**config.mk**
```make
export PLATFORM = sky130hd
export DESIGN_NAME = tsm_and_driver_thirdorder
export DESIGN_NICKNAME = d
export VERILOG_FILES = /design/src/rtl/tsm_and_driver_thirdorder.sv
export SDC_FILE = /design/constraint.sdc
export NUM_CORES = 1
export LEC_CHECK = 0
export BUFFER_PORTS_ARGS = -buffer_cell sky130_fd_sc_hd__buf_2
export CAP_MARGIN = 20
export CORE_MARGIN = 5
export CORE_UTILIZATION = 40
export CTS_CLUSTER_SIZE = 20
export DETAILED_ROUTE_END_ITERATION = 8
export GPL_TIMING_DRIVEN = 0
export HOLD_SLACK_MARGIN = 0.05
export PLACE_DENSITY = 0.65
export SLEW_MARGIN = 20
export SYNTH_ARGS = -nofsm -noshare
export SYNTH_HDL_FRONTEND = slang
export SYNTH_SLANG_ARGS = --single-unit
```
**constraint.sdc**
```tcl
create_clock -name clk -period 2.81 [get_ports clk]
set_clock_uncertainty 0.05 [all_clocks]
set_input_delay 0.4215 -clock clk [delete_from_list [all_inputs] [get_ports clk]]
set_output_delay 0.4215 -clock clk [all_outputs]
set_load 0.01 [all_outputs]
```
**src/rtl/tsm_and_driver_thirdorder.sv**
```systemverilog
// ---------------------------------------------------------------------------
// tsm_and_driver_thirdorder
//
// Upstream driver and sequencer for the third-order time-sharing AND gate
// (4 shares, 2 bits per share, 3 internal register stages in the gate).
//
// - Registers one 4-share operand pair per accepted transfer and presents it
//   to the gate on gate_share1..4 (bit0 = a share, bit1 = b share).
// - Runs a seeded 64-bit Fibonacci LFSR that advances 30 steps per cycle and
//   supplies 18 bits on rand_bit and 12 bits on rand_composable_bit.
// - Tracks the gate latency with a 4-deep valid chain and captures the gate's
//   output shares into out_share1..4 with out_valid.
//
// Ports:
//   clk, rst               clock, asynchronous active-high reset
//   seed_load, seed        load a 64-bit seed (all-zero seed becomes 64'h1)
//   in_valid / in_ready    operand handshake
//   in_share1..4           operand shares in
//   gate_share1..4         registered operand shares to the gate
//   rand_bit               18 randomness bits to the gate
//   rand_composable_bit    12 randomness bits to the gate
//   gate_out1..4           gate output shares (from its stage-3 registers)
//   out_valid, out_share1..4  registered result
//   reseed_req             fresh seed requested
//
// Optional feature macro: TSM_RESEED_REQ_EN
//   Defined: after RESEED_PERIOD cycles in RUN, reseed_req asserts and
//   in_ready is held low until the next seed_load.
//   Undefined: reseed_req is tied low and RUN lasts indefinitely.
// ---------------------------------------------------------------------------
module tsm_and_driver_thirdorder #(
   parameter int WARMUP_CYCLES = 4,
   parameter int RESEED_PERIOD = 1024
) (
   input  logic        clk,
   input  logic        rst,
   input  logic        seed_load,
   input  logic [63:0] seed,
   input  logic        in_valid,
   output logic        in_ready,
   input  logic [1:0]  in_share1,
   input  logic [1:0]  in_share2,
   input  logic [1:0]  in_share3,
   input  logic [1:0]  in_share4,
   output logic [1:0]  gate_share1,
   output logic [1:0]  gate_share2,
   output logic [1:0]  gate_share3,
   output logic [1:0]  gate_share4,
   output logic [17:0] rand_bit,
   output logic [11:0] rand_composable_bit,
   input  logic        gate_out1,
   input  logic        gate_out2,
   input  logic        gate_out3,
   input  logic        gate_out4,
   output logic        out_valid,
   output logic        out_share1,
   output logic        out_share2,
   output logic        out_share3,
   output logic        out_share4,
   output logic        reseed_req
);

   typedef enum logic [1:0] {
      ST_UNSEEDED = 2'd0,
      ST_WARMUP   = 2'd1,
      ST_RUN      = 2'd2
   } state_t;

   localparam logic [7:0] WARM_LAST = 8'(WARMUP_CYCLES - 1);

   state_t      state_reg;
   logic [7:0]  warm_cnt_reg;
   logic [63:0] lfsr_reg;
   logic [63:0] lfsr_next;
   logic        in_ready_reg;

   logic [1:0]  gate_share1_reg, gate_share2_reg, gate_share3_reg, gate_share4_reg;
   logic [3:0]  valid_chain_reg;
   logic        out_valid_reg;
   logic        out_share1_reg, out_share2_reg, out_share3_reg, out_share4_reg;
   logic        accept;

   // 30 LFSR steps unrolled into one combinational cone; each step shifts
   // left and feeds back taps 63/62/60/59 into bit 0.
   always_comb begin
      lfsr_next = lfsr_reg;
      for (int i = 0; i < 30; i++) begin
         lfsr_next = {lfsr_next[62:0],
                      lfsr_next[63] ^ lfsr_next[62] ^ lfsr_next[60] ^ lfsr_next[59]};
      end
   end

`ifdef TSM_RESEED_REQ_EN
   localparam logic [15:0] RESEED_MATCH = 16'(RESEED_PERIOD);
   logic [15:0] reseed_cnt_reg;
   logic        reseed_req_reg;
`else
   // RESEED_PERIOD only matters when the reseed request is built.
   logic [15:0] unused_reseed_period;
   assign unused_reseed_period = 16'(RESEED_PERIOD);
`endif

   // Sequencer FSM: seed_load wins over every other transition.
   always_ff @(posedge clk or posedge rst) begin
      if (rst) begin
         state_reg      <= ST_UNSEEDED;
         lfsr_reg       <= 64'h1;
         warm_cnt_reg   <= '0;
         in_ready_reg   <= 1'b0;
`ifdef TSM_RESEED_REQ_EN
         reseed_cnt_reg <= '0;
         reseed_req_reg <= 1'b0;
`endif
      end else if (seed_load) begin
         state_reg      <= ST_WARMUP;
         lfsr_reg       <= (seed == 64'h0) ? 64'h1 : seed;
         warm_cnt_reg   <= '0;
         in_ready_reg   <= 1'b0;
`ifdef TSM_RESEED_REQ_EN
         reseed_cnt_reg <= '0;
         reseed_req_reg <= 1'b0;
`endif
      end else begin
         case (state_reg)
            ST_WARMUP: begin
               lfsr_reg <= lfsr_next;
               if (warm_cnt_reg == WARM_LAST) begin
                  state_reg    <= ST_RUN;
                  in_ready_reg <= 1'b1;
               end else begin
                  warm_cnt_reg <= warm_cnt_reg + 8'd1;
               end
            end
            ST_RUN: begin
               lfsr_reg <= lfsr_next;
`ifdef TSM_RESEED_REQ_EN
               // Counter freezes once the request is raised; only a seed
               // load releases it.
               if (!reseed_req_reg) begin
                  reseed_cnt_reg <= reseed_cnt_reg + 16'd1;
                  if (reseed_cnt_reg + 16'd1 == RESEED_MATCH) begin
                     reseed_req_reg <= 1'b1;
                     in_ready_reg   <= 1'b0;
                  end
               end
`endif
            end
            default: begin
               // UNSEEDED: LFSR holds until a seed arrives.
            end
         endcase
      end
   end

   assign accept = in_valid & in_ready_reg;

   // Operand capture, latency tracking and result capture. The chain keeps
   // shifting regardless of the sequencer state so in-flight operations
   // survive a reseed.
   always_ff @(posedge clk or posedge rst) begin
      if (rst) begin
         gate_share1_reg <= '0;
         gate_share2_reg <= '0;
         gate_share3_reg <= '0;
         gate_share4_reg <= '0;
         valid_chain_reg <= '0;
         out_valid_reg   <= 1'b0;
         out_share1_reg  <= 1'b0;
         out_share2_reg  <= 1'b0;
         out_share3_reg  <= 1'b0;
         out_share4_reg  <= 1'b0;
      end else begin
         if (accept) begin
            gate_share1_reg <= in_share1;
            gate_share2_reg <= in_share2;
            gate_share3_reg <= in_share3;
            gate_share4_reg <= in_share4;
         end
         valid_chain_reg <= {valid_chain_reg[2:0], accept};
         out_valid_reg   <= valid_chain_reg[3];
         if (valid_chain_reg[3]) begin
            out_share1_reg <= gate_out1;
            out_share2_reg <= gate_out2;
            out_share3_reg <= gate_out3;
            out_share4_reg <= gate_out4;
         end
      end
   end

   assign in_ready            = in_ready_reg;
   assign gate_share1         = gate_share1_reg;
   assign gate_share2         = gate_share2_reg;
   assign gate_share3         = gate_share3_reg;
   assign gate_share4         = gate_share4_reg;
   assign rand_bit            = (state_reg == ST_UNSEEDED) ? 18'h0 : lfsr_reg[17:0];
   assign rand_composable_bit = (state_reg == ST_UNSEEDED) ? 12'h0 : lfsr_reg[29:18];
   assign out_valid           = out_valid_reg;
   assign out_share1          = out_share1_reg;
   assign out_share2          = out_share2_reg;
   assign out_share3          = out_share3_reg;
   assign out_share4          = out_share4_reg;
`ifdef TSM_RESEED_REQ_EN
   assign reseed_req          = reseed_req_reg;
`else
   assign reseed_req          = 1'b0;
`endif

endmodule

```
; Word-level counts from Yosys, hierarchy flattened
; Cells that the tools add are included.
[totals]
reg_bits = 92
inputBits = 80
output_inout_bits = 45
wordCells = 132
[classes]
add_sub_neg = 1
eq_ne = 4
muxes = 14
bitwise_logic = 91
reduce_logical = 8
[ops]
columns = cell, count
row1 = $mux W64, 3
row2 = $xor A1 B1 Y1, 90
row3 = $logic_not A64 Y1, 1
row4 = $mux W8, 3
row5 = $mux W18, 1
row6 = $mux W12, 1
row7 = $add A8 B1 Y8 const B, 1
row8 = $eq A8 B2 Y1 const B, 1
row9 = $mux W2, 3
row10 = $reduce_bool A2 Y1, 3
row11 = $reduce_and A2 Y1, 2
row12 = $mux W1, 3
row13 = $eq A2 B1 Y1 const B, 1
row14 = $eq A2 B2 Y1 const B, 1
row15 = $logic_not A2 Y1, 1
row16 = $ne A2 B2 Y1 const B, 1
row17 = $reduce_or A2 Y1, 1
row18 = $and A1 B1 Y1, 1

; Logic depth before layout (Yosys ltp)
; Gate-level depths: netlist of run 1.
[logic_depth]
ltp_word = 5
ltp_mapped = 7
depth_no_buf = 5

; Worst setup path after synthesis of run 1
; OpenSTA, ideal clock, no wires.
[synth_path]
kind = flip-flop to flip-flop
start = reg state_reg[1]
end = reg lfsr_reg[30]
setup_time_ps = 133
arrival_time_ps = 1571
setup_slack_ps = 1055
path_stages_with_launch = 8
cell_sequence = dfrtp_1 inv_1 ha_1 clkbuf_1 buf_2 buf_2 mux2i_1 o21ai_0
[synth_between]
elab_chain_len = 3
elab_cells_between_ends = 4
cone_classes = 2 x eq/ne / 2 x reduce/logical
[synth_lines]
columns = item, line_no
row1 = from (decl), 71  ; state_t state_reg;
row2 = from (signal assigned), 106  ; state_reg <= ST_UNSEEDED;
row3 = from (signal assigned), 115  ; state_reg <= ST_WARMUP;
row4 = from (signal assigned), 128  ; state_reg <= ST_RUN;
row5 = $eq A2 B1 Y1 / $eq A2 B2 Y1 (equally long branches), 124  ; case (state_reg)
row6 = $reduce_or A2 Y1 (no line) (*), --
row7 = $reduce_bool A2 Y1 (no line) (*), --
row8 = to (signal assigned), 116  ; lfsr_reg <= (seed == 64'h0) ? 64'h1 : seed;
row9 = to (signal assigned), 126  ; lfsr_reg <= lfsr_next;
row10 = to (signal assigned), 135  ; lfsr_reg <= lfsr_next;
row11 = to (decl), 73  ; logic [63:0] lfsr_reg;
; Mark *: on every way between the ends. The rest lies on a longest branch, timed or not.
; A chain may end at the register's enable or synchronous reset.

; Worst setup path after layout of run 1
[layout_path]
start = reg state_reg[1]
end = out rand_bit[0]
[layout_between]
elab_chain_len = 2
[layout_lines]
columns = item, line_no
row1 = $logic_not A2 Y1, 195  ; assign rand_bit = (state_reg == ST_UNSEEDED) ? 18'h0 : lfsr_reg[17:0];
row2 = $mux W18, 195
row3 = to (decl), 49  ; output logic [17:0] rand_bit,
; Every way passes these cells.

==> results.py, run 1 <==
metrics = {
    "worst_setup_path": {
        "arrival_ns": 1.86,
        "reg2regPathDepth": 7,
        "cp_slowest_stage_delay_ns": 0.47,
        "cp_max_fo": 10,
        "r2r_end": "lfsr_reg[26]",
        "path_buf_inv": 3,
        "cp_top_family": "buffers and inverters",
        "cp_data_required_time_ns": 2.34,
        "worstSetupEndpointType": "output pin",
        "crit_type": "reg2out",
        "timing.rr.start": "state_reg[1]",
        "crit_path_top_delay_cell": "clkbuf_1",
        "start_kind": "flop",
        "reg2reg_slack_ns": 0.70,
        "path_cells": "inv_1, ha_1, clkbuf_1, nor2b_1, buf_2",
    },
    "yosys": {
        "synth-seq-cells": 91,
        "synth-edff-count": 0,
        "synth_area_leader_cell": "dfrtp_1",
        "synth_most_common_cell": "dfrtp_1",
        "syn_inst": 483,
        "synth-compound-area-share_pct": 11.89,
        "ys_seq_area_share_pct": 46.47,
        "syn_area_um2": 4903,
        "syn-num-nets": 566,
        "synth_cell_type_count": 31,
        "synth_common_cells": "90 x dfrtp_1, 59 x xnor2_1, 45 x nand2_1, 44 x mux2i_1, 43 x o21ai_0",
        "yosys.area_share.simple_pct": 13.32,
        "synth_top_family_by_area": "simple AND/OR/NAND/NOR gates",
        "yosys-top-cells-area": "dfrtp_1 46%, xnor2_1 11%, mux2i_1 9.0%",
        "synth_fa_ha_area_share_pct": 0.7655,
        "synthArstFlopShare_pct": 100.0,
        "ys_warn_count": 0,
        "avgSynthCellArea_um2": 10.15,
        "ys.flop_type": "dfrtp_1",
        "yosys.area_share.xor_xnor_pct": 12.86,
        "synthMuxAreaShare_pct": 11.74,
        "yosysTopAreaCellShare_pct": 45.93,
    },
    "floorplan": {
        "fp.dieW_um": 120.7,
        "die_y_um": 120.7,
        "core_area_um2": 12010,
        "initial_core_util_pct": 40.82,
        "die_area_um2": 14570,
        "placementRows": 40,
        "io_pins": 125,
    },
    "drt": {
        "vias_per_cell": 5.316,
        "totalWireLength_um": 13900,
        "drtAntennaViolNets": 0,
        "drt_iter0_markers": 236,
        "wl_per_cell_um": 18.02,
        "dr.pass1.iters": 4,
        "vias": 4099,
        "drc_errors": 0,
    },
    "cts": {
        "post_cts_resized": 0,
        "clk_path_buf_depth": 2,
        "clock-root-buffer": "clkbuf_16",
        "htreeDepth": 3,
        "clk_pin_slew_worst_paths_ns": 0.07,
        "cts_tree": "built",
        "postCtsSetupBuffers": 0,
        "cts_buffers": 9,
        "clkSinkCount": 91,
        "clkLatencyLatePin_ns": 0.34,
        "ctsHoldBuffers": 0,
    },
    "global_routing": {
        "grt_antenna_before_repair": 0,
        "grt_pass1_vias": 4234,
        "grt_max_degree": 30,
        "overflow": 0,
        "grt_pass1_wl_um": 22160,
        "grt_usage_pct": 19.47,
    },
    "power": {
        "p_total_mw": 6.602,
        "power_leakage_nw": 3.063,
        "vdd_drop_max_mv": 0.4472,
        "p_per_area_nw_per_um2": 1084,
    },
    "sta": {
        "rsz0062_at_grt": "false",
        "clock.fmax_ghz": 0.4287,
        "setup_viol": 0,
        "tightest_slew_ns": 0.6102,
        "finalCritPeriodShare_pct": 83.01,
        "slew_headroom_pct": 59.32,
        "setup_tns_ns": 0,
        "slew_violations": 0,
        "period_minus_slack_ns": 2.333,
        "finalHoldViolations": 0,
    },
    "final_layout": {
        "num_antenna_cells": 0,
        "nets": 702,
        "area_growth_pct": 24.19,
        "drive_gt1_share_pct": 26.12,
        "utilization_pct": 50.70,
        "largest_reg_flops": 64,
    },
    "hold_path": {
        "hold_class": "in2async",
    },
    "place": {
        "place_congestion": 0.9486,
        "port_buffers": 122,
        "dp_hpwl_um": 10810,
    },
    "outcome": {
        "status": "complete, no violations",
    },
    "job": {
        "cap_violations": 0,
    },
}
-- through the flow --
stage	setup WS (ns)	hold WS, ns	instance area, um^2	instances
after CTS	0.4611	0.06419	6090	771
after global routing	0.3716	0.09677	6090	771
after detailed placement	0.7146	0.2847	5769	755
after floorplan	1.055	0.2812	4907	483
final	0.4775	0.05890	6090	771
after global placement	0.6162	0.2817	5702	752
-- power by group --
group,internal (mW),leakage [nW],switching (mW)
Sequential,1.80,1.12,0.446
Clock,0.801,0.156,0.502
Combinational,1.55,1.79,1.51
Total,4.15,3.06,2.45
-- cells by family after synthesis --
kind of cell | after synthesis
AND/OR/NAND/NOR | 133
adder cells (fa/ha/maj) | 3
other | 1
XOR/XNOR | 72
buffers and inverters | 35
flip-flops | 91
multiplexers | 56
AO/OA/AOI/OAI | 92
-- final cells by class --
class                   count  area (um^2)
multi-input cells         357         2484
well taps                 147        183.9
clock buffers              11        242.7
inverters                   4        18.77
plain buffers              31        126.4
clock inverters             5        77.57
repair buffers            125        678.2
flip-flops and latches     91         2278
fillers                  1148         5922
-- cell usage in the layout (no fill, tap or decap), types with 3 or more instances in the layout --
| cell | n |
|---|---|
| o21ai_0 | 43 |
| clkbuf_16 | 9 |
| a211oi_1 | 20 |
| nand2_1 | 45 |
| xor2_1 | 13 |
| a21o_1 | 21 |
| buf_2 | 127 |
| nor4_1 | 17 |
| inv_1 | 3 |
| dfrtp_1 | 90 |
| nand4_1 | 6 |
| buf_1 | 6 |
| mux2_2 | 12 |
| xnor2_1 | 59 |
| nor2b_1 | 30 |
| ha_1 | 3 |
| nor2_1 | 30 |
| mux2i_1 | 44 |
| clkbuf_1 | 20 |
-- routing by layer --
layer | up-vias | wire, um | track usage, %
li1 | 1938 | - | -
met1 | 1985 | 6268 | 26.82
met2 | 145 | 6347 | 29.72
met3 | 31 | 903 | 4.771
met4 | 0 | 378 | 7.224
met5 | - | 0 | 0
-- worst max path at each step --
stage	startpoint	to	slack [ns]	depth (start not counted)
floorplan	state_reg[1]	lfsr_reg[30]	1.06	7
global placement	rst	lfsr_reg[53]	0.62	2
detailed placement	state_reg[1]	lfsr_reg[25]	0.71	7
CTS	state_reg[1]	rand_bit[0]	0.46	5
global route	state_reg[1]	rand_bit[0]	0.37	5
finish	state_reg[1]	rand_bit[0]	0.48	5
-- worst reg2reg max path, cell delays in order, from the launching register on --
cell	delay, ns
dfrtp_1	0.39
inv_1	0.09
ha_1	0.28
clkbuf_1	0.15
buf_2	0.23
buf_1	0.45
a211oi_1	0.17
a21o_1	0.19
No activity file was read; power rests on OpenSTA's default activity.
==> run 2, diff against run 1 <==
ABC_AREA = 1   (was not set)
PLACE_DENSITY = not set   (was 0.65)
clock period = 2.15 ns   (was 2.81 ns; I/O delays follow)
==> results.py, run 2 <==
metrics = {
    "outcome": {
        "status": "complete, no violations",
    },
    "final_layout": {
        "fillCellCount": 1321,
        "largest_reg_flops": 64,
        "final_cell_mix": "195 x nand2_1, 140 x nor2_1, 136 x buf_2, 90 x dfrtp_1, 68 x inv_1",
        "final_common_cell": "nand2_1",
        "area_growth_pct": 24.96,
        "drive_gt1_share_pct": 19.86,
        "num_antenna_cells": 0,
        "nets": 954,
    },
    "yosys": {
        "ys.flop_type": "dfrtp_1",
        "yosys-top-cells-area": "dfrtp_1 43%, nand2_1 14%, nor2_1 10%",
        "synth_cell_type_count": 29,
        "avgSynthCellArea_um2": 7.132,
        "syn-num-nets": 816,
        "synth_area_leader_cell": "dfrtp_1",
        "yosysTopAreaCellShare_pct": 43.08,
        "synth-seq-cells": 91,
        "synth-edff-count": 0,
        "syn_area_um2": 5228,
        "syn_inst": 733,
        "ys_warn_count": 0,
        "synth_most_common_cell": "nand2_1",
        "synth_common_cells": "195 x nand2_1, 140 x nor2_1, 90 x dfrtp_1, 69 x inv_1, 67 x a21oi_1",
        "synthArstFlopShare_pct": 100.0,
        "ys_seq_area_share_pct": 43.59,
    },
    "global_routing": {
        "grt_antenna_before_repair": 0,
        "overflow": 0,
        "grt_pass1_vias": 5183,
        "grt_usage_pct": 20.62,
        "grt_max_degree": 32,
        "grt_pass1_wl_um": 26330,
    },
    "floorplan": {
        "io_pins": 125,
        "core_area_um2": 12720,
        "placementRows": 41,
        "die_area_um2": 15460,
        "fp.dieW_um": 124.3,
        "die_y_um": 124.3,
        "initial_core_util_pct": 41.09,
    },
    "worst_setup_path": {
        "path_cells": "inv_1, ha_1, clkbuf_2, nor2_1, buf_2",
        "crit_type": "reg2out",
        "cp_max_fo": 10,
        "path_buf_inv": 3,
        "crit_path_top_delay_cell": "dfrtp_1",
        "cp_top_family": "buffers and inverters",
        "cp_slowest_stage_delay_ns": 0.37,
        "worstSetupEndpointType": "output pin",
        "cp_data_required_time_ns": 1.78,
        "arrival_ns": 1.67,
        "start_kind": "flop",
    },
    "sta": {
        "clock.fmax_ghz": 0.4891,
        "finalCritPeriodShare_pct": 95.10,
        "whs_ns": 0.1188,
        "period_minus_slack_ns": 2.045,
        "slew_violations": 0,
        "rsz0062_at_grt": "false",
        "setup_viol": 0,
        "slew_headroom_pct": 60.72,
        "tightest_slew_ns": 0.5892,
        "finalHoldViolations": 0,
        "setup_tns_ns": 0,
    },
    "drt": {
        "totalWireLength_um": 15840,
        "vias": 5193,
        "drt_iter0_markers": 392,
        "drc_errors": 0,
        "dr.pass1.iters": 5,
        "drtAntennaViolNets": 0,
        "vias_per_cell": 4.955,
        "wl_per_cell_um": 15.11,
    },
    "cts": {
        "clkLatencyLatePin_ns": 0.35,
        "htreeDepth": 3,
        "clk_path_buf_depth": 2,
        "clock-root-buffer": "clkbuf_16",
        "cts_tree": "built",
        "cts_buffers": 9,
        "clk_pin_slew_worst_paths_ns": 0.06,
        "clkSinkCount": 91,
        "postCtsSetupBuffers": 0,
    },
    "power": {
        "power_leakage_nw": 3.388,
        "p_per_area_nw_per_um2": 1397,
        "vdd_drop_max_mv": 0.5217,
    },
    "hold_path": {
        "hold_class": "in2reg",
    },
    "job": {
        "cap_violations": 0,
    },
    "place": {
        "dp_hpwl_um": 11840,
        "port_buffers": 123,
        "place_congestion": 0.8796,
    },
}
-- run 2: cell count changes after synthesis, sizes merged, moves of 8 or more --
cell	before	now
a211oi	20	0
a21o	21	0
a21oi	2	67
a31oi	0	25
inv	4	70
mux2	12	4
mux2i	44	0
nand2	45	195
nand3	0	37
nor2	30	143
nor2b	30	0
nor4	17	0
o21ai	44	14
xnor2	59	31
-- run 2: path summary, 6_finish.rpt --
kind / slack (ns) / to / from / depth (start not counted)
worst max-delay path: 0.11 / rand_composable_bit[11] / state_reg[1] / 5
worst min-delay path: 0.12 / gate_share2[0] / in_share2[0] / 3
min in group asynchronous: 0.45 / lfsr_reg[59] / rst / 3
worst min register to register: 0.30 / valid_chain_reg[1] / valid_chain_reg[0] / 0
max in group asynchronous: 1.08 / lfsr_reg[0] / rst / 4
worst max register to register: 0.33 / lfsr_reg[38] / state_reg[1] / 7
-- run 2: cell families (layout without fill, tap and decap cells) --
logic type	count (synthesis)	after routing	share of synthesized area (%)
and+or+nand+nor	380	380	28.84
AOI/OAI and AO/OA	109	109	11.18
buffers and inverters	106	249	8.209
DFF	91	91	43.59
xor gates and xnor gates	39	39	6.534
muxes	4	4	0.8616
adders and majority gates	3	3	0.7181
other	1	1	0.07174
-- run 2: cell type report --
cell class | count | area (um^2) | area share [%]
Multi-Input combinational cell | 536 | 2520 | 38.58
Sequential cell | 91 | 2278 | 34.88
Timing Repair Buffer | 127 | 693.2 | 10.61
Clock buffer | 9 | 225.2 | 3.448
Clock inverter | 7 | 163.9 | 2.509
Inverter | 71 | 270.3 | 4.137
Tap cell | 172 | 215.2 | 3.294
Buffer | 35 | 166.4 | 2.547
-- run 2: routing by layer --
metal	wire, um	GRT usage (%)
met5	0	0
met4	217	5.545
met3	784	3.473
met2	7321	32.82
met1	7515	29.11
-- run 2: what timing repair did --
action	4_1_cts	5_1_grt
resized for setup	3	0
hold buffers	1	0
hold endpoints to repair	8	0
setup endpoints to repair	30	0
-- run 2: through the flow --
step,power [mW],util [%],worst slack (ns),std cells,cell area (um^2)
floorplan,5.702,-,0.5755,733,5231
global placement,6.914,47.65,0.03924,1028,6062
detailed placement,7.027,48.18,0.2669,1031,6130
CTS,9.157,51.35,0.07972,1048,6533
global route,9.844,51.35,0.03195,1048,6533
finish,9.127,51.35,0.1053,1048,6533
-- run 2: power by group --
part	total, mW	switching (mW)	internal, mW	leakage (nW)
combinational	4.03	2.42	1.61	2.09
sequential	3.02	0.617	2.41	1.11
clock	2.07	0.702	1.37	0.190
-- run 2: worst min-delay path: cells and delay by family --
kind,cells,cell delay (ns)
buf+inv,1,0.07
simple gates,2,0.08
==> run 3, diff against run 2 <==
==> constraint.sdc (replaced) <==
create_clock -name clk -period 2.15 [get_ports clk]
set_clock_uncertainty 0.05 [all_clocks]
set_input_delay 0.43 -clock clk [delete_from_list [all_inputs] [get_ports clk]]
set_output_delay 0.43 -clock clk [all_outputs]
set_load 0.01 [all_outputs]
==> results.py, run 3 (synthesis gave the netlist of run 2 again) <==
metrics = {
    "cts": {
        "clkSinkCount": 91,
        "cts_buffers": 9,
        "clk_path_buf_depth": 2,
        "cts_tree": "built",
        "clkLatencyLatePin_ns": 0.35,
        "clk_pin_slew_worst_paths_ns": 0.06,
        "clock-root-buffer": "clkbuf_16",
        "postCtsSetupBuffers": 0,
        "htreeDepth": 3,
    },
    "drt": {
        "drtAntennaViolNets": 0,
        "totalWireLength_um": 15790,
        "drt_iter0_markers": 378,
        "vias_per_cell": 4.957,
        "wl_per_cell_um": 15.06,
        "vias": 5195,
        "dr.pass1.iters": 5,
        "drc_errors": 0,
    },
    "power": {
        "vdd_drop_max_mv": 0.5226,
        "seq_power_share_pct": 33.1,
        "internal_power_mw": 5.402,
        "switchingPower_mw": 3.739,
        "swShare_pct": 40.91,
        "p_per_area_nw_per_um2": 1397,
        "pwr-share-clk_pct": 22.7,
        "combPwrFrac_pct": 44.2,
        "power_leakage_nw": 3.390,
    },
    "floorplan": {
        "io_pins": 125,
        "die_y_um": 124.3,
        "placementRows": 41,
        "core_area_um2": 12720,
        "fp.dieW_um": 124.3,
        "initial_core_util_pct": 41.09,
        "die_area_um2": 15460,
    },
    "global_routing": {
        "grt_antenna_before_repair": 0,
        "overflow": 0,
        "grt_max_degree": 32,
        "grt_usage_pct": 20.61,
        "grt_pass1_vias": 5186,
        "grt_pass1_wl_um": 26320,
    },
    "sta": {
        "setup_viol": 0,
        "rsz0062_at_grt": "false",
        "clock.fmax_ghz": 0.4922,
        "whs_ns": 0.2258,
        "period_minus_slack_ns": 2.032,
        "slew_headroom_pct": 61.35,
        "slew_violations": 0,
        "finalHoldViolations": 0,
        "finalCritPeriodShare_pct": 94.49,
        "tightest_slew_ns": 0.5797,
    },
    "hold_path": {
        "hold_class": "in2reg",
    },
    "final_layout": {
        "final_cell_mix": "195 x nand2_1, 138 x nor2_1, 136 x buf_2, 90 x dfrtp_1, 68 x inv_1",
        "nets": 954,
        "largest_reg_flops": 64,
        "area_growth_pct": 25.20,
        "drive_gt1_share_pct": 20.09,
        "final_common_cell": "nand2_1",
        "utilization_pct": 51.45,
        "num_antenna_cells": 0,
    },
    "job": {
        "cap_violations": 0,
    },
    "place": {
        "dp_hpwl_um": 11840,
        "place_congestion": 0.8796,
        "port_buffers": 123,
    },
    "worst_setup_path": {
        "start_kind": "flop",
        "crit_type": "reg2out",
        "arrival_ns": 1.55,
        "cp_data_required_time_ns": 1.67,
        "worstSetupEndpointType": "output pin",
        "cp_max_fo": 10,
    },
    "outcome": {
        "status": "complete, no violations",
    },
}
run 3: worst paths after layout:
path / slack, ns / cells past startpoint / end / startpoint
hold / removal: 0.23 / 3 / gate_share2[0] / in_share2[0]
hold reg to reg: 0.30 / 0 / valid_chain_reg[1] / valid_chain_reg[0]
setup / recovery: 0.12 / 5 / rand_composable_bit[11] / state_reg[1]
min in group asynchronous: 0.56 / 3 / lfsr_reg[59] / rst
max in group asynchronous: 0.96 / 4 / lfsr_reg[0] / rst
setup reg to reg: 0.33 / 7 / lfsr_reg[44] / state_reg[1]
run 3: final cells by class:
cell class,instances,area (um^2)
repair buffers,127,693.2
fillers,1320,6177
plain buffers,35,173.9
clock inverters,7,163.9
well taps,172,215.2
flip-flops and latches,91,2278
multi-input cells,536,2525
inverters,71,270.3
clock buffers,9,225.2
run 3: worst max-delay path, cell delays in order (launching register included):
cell and delay (ns):
dfrtp_1 0.37, inv_1 0.09, ha_1 0.24, buf_4 0.20, nor2_2 0.16, buf_2 0.15
run 3: metal layers:
metal	up-vias	routed length, um	GRT usage (%)
li1	2580	-	-
met1	2429	7390	29.08
met2	167	7313	32.82
met3	19	847	3.473
met4	0	233	5.545
met5	-	0	0
run 3: power by group through the flow:
stage | clock network, mW | registers, mW | logic (mW)
floorplan | 0 | 2.96 | 2.75
global placement | 0 | 3.02 | 3.89
detailed placement | 0 | 3.05 | 3.98
CTS | 2.09 | 3.02 | 4.05
global route | 2.16 | 3.12 | 4.58
finish | 2.08 | 3.02 | 4.04
run 3: per-stage QoR:
| step | cell area [um^2] | worst slack [ns] | power [mW] | cells | TNS [ns] |
|---|---|---|---|---|---|
| after global placement | 6062 | -0.06826 | 6.914 | 1028 | -5.709 |
| after global routing | 6545 | 0.0008538 | 9.860 | 1048 | 0 |
| after floorplan | 5231 | 0.5755 | 5.702 | 733 | 0 |
| after CTS | 6538 | -0.004952 | 9.166 | 1048 | -0.008670 |
| after detailed placement | 6130 | 0.1594 | 7.027 | 1031 | 0 |
| final | 6545 | 0.1184 | 9.141 | 1048 | 0 |
run 3: repair_timing:
action,CTS,global route
setup endpoints to repair,30,30
gates resized for setup,5,7
endpoints found under the hold margin,8,0
hold buffers,1,0
cloned,0,0
